==> src/rtl/shift_rx_ctrl.sv <==
// Serial receiver: start/4 data bits (LSB first)/stop, mid-bit sampling, valid/ready output.
// Define SHIFT_RX_PARITY_EN to add an even-parity bit between data bit 3 and the stop bit.
module shift_rx_ctrl #(
    parameter int unsigned BIT_CYCLES = 4
) (
    input  logic       clk,
    input  logic       rst,
    input  logic       in,
    output logic [3:0] out,
    output logic       out_valid,
    input  logic       out_ready,
    output logic       frame_err,
    output logic       overrun,
    output logic       busy
);

    localparam int unsigned CntW = (BIT_CYCLES > 1) ? $clog2(BIT_CYCLES) : 1;
    localparam logic [CntW-1:0] LastCnt = CntW'(BIT_CYCLES - 1);
    localparam logic [CntW-1:0] HalfCnt = CntW'(BIT_CYCLES / 2 - 1);

    typedef enum logic [2:0] {
        StIdle,
        StStart,
        StData,
`ifdef SHIFT_RX_PARITY_EN
        StParity,
`endif
        StStop
    } state_e;

    state_e          state_q, state_d;
    logic [CntW-1:0] cnt_q, cnt_d, cnt_next;
    logic [3:0]      shift_q, shift_d;
    logic [1:0]      bit_idx_q, bit_idx_d;
    logic [3:0]      out_d;
    logic            out_valid_d, frame_err_d, overrun_d;
    logic            load, bad, par_ok;

`ifdef SHIFT_RX_PARITY_EN
    logic par_err_q, par_err_d;
    assign par_ok = ~par_err_q;
`else
    assign par_ok = 1'b1;
`endif

    assign cnt_next = (cnt_q == LastCnt) ? '0 : cnt_q + CntW'(1);
    assign busy     = (state_q != StIdle);

    always_comb begin
        state_d   = state_q;
        cnt_d     = cnt_next;
        shift_d   = shift_q;
        bit_idx_d = bit_idx_q;
        load      = 1'b0;
        bad       = 1'b0;
`ifdef SHIFT_RX_PARITY_EN
        par_err_d = par_err_q;
`endif
        case (state_q)
            StIdle: begin
                cnt_d = '0;
                if (!in) state_d = StStart;
            end
            StStart: begin
                // Mid-start-bit recheck filters glitches shorter than half a bit
                if (cnt_q == HalfCnt) begin
                    cnt_d     = '0;
                    bit_idx_d = '0;
                    state_d   = in ? StIdle : StData;
                end
            end
            StData: begin
                if (cnt_q == LastCnt) begin
                    shift_d   = {in, shift_q[3:1]};
                    bit_idx_d = bit_idx_q + 2'd1;
                    if (bit_idx_q == 2'd3) begin
                        cnt_d = '0;
`ifdef SHIFT_RX_PARITY_EN
                        state_d = StParity;
`else
                        state_d = StStop;
`endif
                    end
                end
            end
`ifdef SHIFT_RX_PARITY_EN
            StParity: begin
                if (cnt_q == LastCnt) begin
                    par_err_d = in ^ (^shift_q);
                    cnt_d     = '0;
                    state_d   = StStop;
                end
            end
`endif
            StStop: begin
                if (cnt_q == LastCnt) begin
                    cnt_d   = '0;
                    state_d = StIdle;
                    if (in && par_ok) load = 1'b1;
                    else              bad  = 1'b1;
                end
            end
            default: begin
                cnt_d   = '0;
                state_d = StIdle;
            end
        endcase
    end

    always_comb begin
        out_d       = out;
        out_valid_d = out_valid;
        frame_err_d = bad;
        overrun_d   = 1'b0;
        if (out_valid && out_ready) out_valid_d = 1'b0;
        // A word arriving while the old one is still unconsumed is dropped
        if (load) begin
            if (out_valid && !out_ready) begin
                overrun_d = 1'b1;
            end else begin
                out_d       = shift_q;
                out_valid_d = 1'b1;
            end
        end
    end

    always_ff @(posedge clk) begin
        if (rst) begin
            state_q   <= StIdle;
            cnt_q     <= '0;
            shift_q   <= '0;
            bit_idx_q <= '0;
            out       <= '0;
            out_valid <= 1'b0;
            frame_err <= 1'b0;
            overrun   <= 1'b0;
`ifdef SHIFT_RX_PARITY_EN
            par_err_q <= 1'b0;
`endif
        end else begin
            state_q   <= state_d;
            cnt_q     <= cnt_d;
            shift_q   <= shift_d;
            bit_idx_q <= bit_idx_d;
            out       <= out_d;
            out_valid <= out_valid_d;
            frame_err <= frame_err_d;
            overrun   <= overrun_d;
`ifdef SHIFT_RX_PARITY_EN
            par_err_q <= par_err_d;
`endif
        end
    end

endmodule
==> config.mk <==
export PLATFORM = sky130hd
export DESIGN_NAME = shift_rx_ctrl
export DESIGN_NICKNAME = d
export VERILOG_FILES = /design/src/rtl/shift_rx_ctrl.sv
export SDC_FILE = /design/constraint.sdc
export NUM_CORES = 1
export LEC_CHECK = 0
export CELL_PAD_IN_SITES_DETAIL_PLACEMENT = 2
export CELL_PAD_IN_SITES_GLOBAL_PLACEMENT = 2
export CORE_MARGIN = 2
export CORE_UTILIZATION = 34
export DETAILED_ROUTE_END_ITERATION = 10
export PLACE_DENSITY = 0.9
export RECOVER_POWER = 50
export SKIP_CTS_REPAIR_TIMING = 1
export SLEW_MARGIN = 20
export SYNTH_ARGS = -nofsm -noshare
export SYNTH_HDL_FRONTEND = slang
export SYNTH_SLANG_ARGS = --single-unit
==> constraint.sdc <==
create_clock -name clk -period 2.1 [get_ports clk]
set_input_delay 0.525 -clock clk [delete_from_list [all_inputs] [get_ports clk]]
set_output_delay 0.525 -clock clk [all_outputs]
set_load 0.02 [all_outputs]
==> run metrics <==
clock-pin slew on the worst setup and hold paths 0.10 ns; Arrival @ worst endpoint 1.44 ns; Root Buffer clkbuf_4; worst relative slew slack 45.3%; worst-case clock skew 0.00205 ns; metal2 WL 1010 microns; Final Hold Violating Endpoints 0; # clock sinks 17; WL per Instance 15.4 microns; Post-Syn Instances 83; pin count of the biggest net entering global routing 22; TritonCTS clock tree built; CP Launch Type flip-flop; Via Count 648; worst vdd ir 0.246 mV; fillers 257; ANT cells 0; DR pass1 iterations 4; FMAX 510 MHz; share of cells above drive strength 1 12.5%; later-pin clock latency in the skew report 0.28 ns; final net count 106; area grow syn2layout 18.4%; top cell type's share of synthesized area 41.7%; I/O Pins 12; Mapped Avg Cell Area 9.83 sq um; Multi-input gate area 427 sq um; cell taking the most area after synthesis dfxtp_1; setup repair after global routing missed its margin no; GRT Overall Usage 16.4%; Via density 5.23; core area 2230 sq um; clock buffer depth 2; worst hold slack 0.497 ns; Max Cap Viol 0; Crit. End Element output port; GP Congestion 0.752; final wirelength 1920 microns; initial antenna violation count 0; met3 wire len 28 microns; top cells by area, synth dfxtp_1 42%, mux2i_1 9.8%, ha_1 7.7%; vias in the first global route 710; Buffers on Ports 11; Period Utilization, post-route 93.5%; Hold WC Path Type reg2reg; Synth Warn # 0; DR DRC count 0; gr ovfl total 0; Netlist cell types 27; DRT iter0 DRCs 3; Core Rows 17; Period minus WS final 1.96 ns; die area 2810 sq um; CP max FO 2; slew at the pin closest to its max-slew limit 0.820 ns; leakage power 0.369 nW; Die X 53.0 microns; Worst Setup Path Type reg2out; pwr/cell area 571 nW/um^2; DP HPWL 1420 microns; Req. time, crit path 1.57 ns; final setup violation count 0; status finished clean; Mapped Nets 92; part of the Yosys area used for sequential elements 41.7%; antenna viol nets, final 0; Die Y 53.0 microns; Post-Syn Area 816 sq um; Max Slew Vio Count 0; H-tree depth 1; register area 340 sq um; Starting Density 36.5%; CTS Buf Count 3; wl on met1 870 microns; synthesis-stage register bit count 17; TNS Setup 0 ns; first-pass GRT wire length 3300 microns; Top Layer Used met4
[logic make-up (layout without fill, tap and decap cells)]
kind of cell,after synthesis,after routing,share of synthesized area (%)
AOI/OAI and AO/OA,10,10,9.82
adders and majority gates,5,5,7.67
DFF,17,17,41.7
muxes,9,9,11.2
buffers and inverters,7,20,5.21
and+or+nand+nor,35,35,24.4
[routing by layer]
layer / track usage (%) / up-vias
met5: 0 / -
met4: 6.41 / 0
met3: 2.54 / 2
met2: 28.3 / 4
met1: 20.1 / 328
li1: - / 314
[cells in the mapped netlist]
cell	count
a2111oi_2	2
a311oi_1	1
ha_1	5
clkbuf_1	1
inv_1	2
nand3b_2	1
buf_4	2
or2_2	1
nand4_1	1
mux2_2	1
nor2_1	7
buf_2	1
buf_6	1
nand2b_1	9
a211oi_1	1
or2b_2	1
o21bai_1	1
nor3b_1	2
a31oi_1	1
and4bb_2	1
a21oi_1	4
dfxtp_1	17
mux2i_1	8
nand2_1	7
nor4b_1	1
nor3_1	3
nor2b_1	1
[flip-flops by register name (all words and copies together) (netlist names)]
name and cells:
bit_idx_q 2, cnt_q 2, frame_err 1, out 4, out_valid 1, overrun 1, shift_q 4, state_q 2
[path summary, 6_finish.rpt]
path	startpoint	endpoint	slack (ns)	depth (start not counted)
setup reg to reg	cnt_q[0]	out[3]	0.51	4
hold / removal	out[1]	out[1]	0.50	2
setup / recovery	state_q[0]	busy	0.14	2
hold reg to reg	out[1]	out[1]	0.50	2
[power by group]
group	total [mW]	internal, mW	switching, mW
registers	0.329	0.326	0.00292
clock network	0.174	0.0707	0.103
logic	0.0485	0.0222	0.0263
total	0.551	0.419	0.133
[per-stage QoR]
step / setup slack [ns] / cells / cell area, sq um / total power, mW / utilization [%]
after global routing: 0.0819 / 124 / 966 / 0.578 / 43.2
after detailed placement: 0.108 / 120 / 948 / 0.387 / 42.5
after global placement: 0.194 / 120 / 948 / 0.383 / 42.5
final: 0.137 / 124 / 966 / 0.551 / 43.2
after floorplan: 0.742 / 83 / 816 / 0.367 / -
after CTS: 0.115 / 124 / 976 / 0.563 / 43.7
[cell type report]
| cell class | count | share of cell area, % |
|---|---|---|
| well taps | 28 | 3.63 |
| clock inverters | 1 | 0.518 |
| flip-flops and latches | 17 | 35.2 |
| multi-input cells | 59 | 44.2 |
| inverters | 2 | 0.777 |
| clock buffers | 3 | 2.33 |
| repair buffers | 14 | 13.3 |
[cell usage in the layout (no fill, tap or decap), types with 3 or more instances in the layout]
cell type        synthesis  final
nand2b_1                 9      9
nor2_1                   7      7
clkbuf_4                 0      3
ha_1                     5      5
nand2_1                  7      7
nor3_1                   3      3
clkdlybuf4s50_1          0     10
dfxtp_1                 17     17
mux2i_1                  8      8
a21oi_1                  4      4
[worst max-delay path: stages (launching register included)]
cell,delay [ns]
dfxtp_1,0.32
or2_2,0.28
clkdlybuf4s50_1,0.55
No activity file was read; power rests on OpenSTA's default activity.
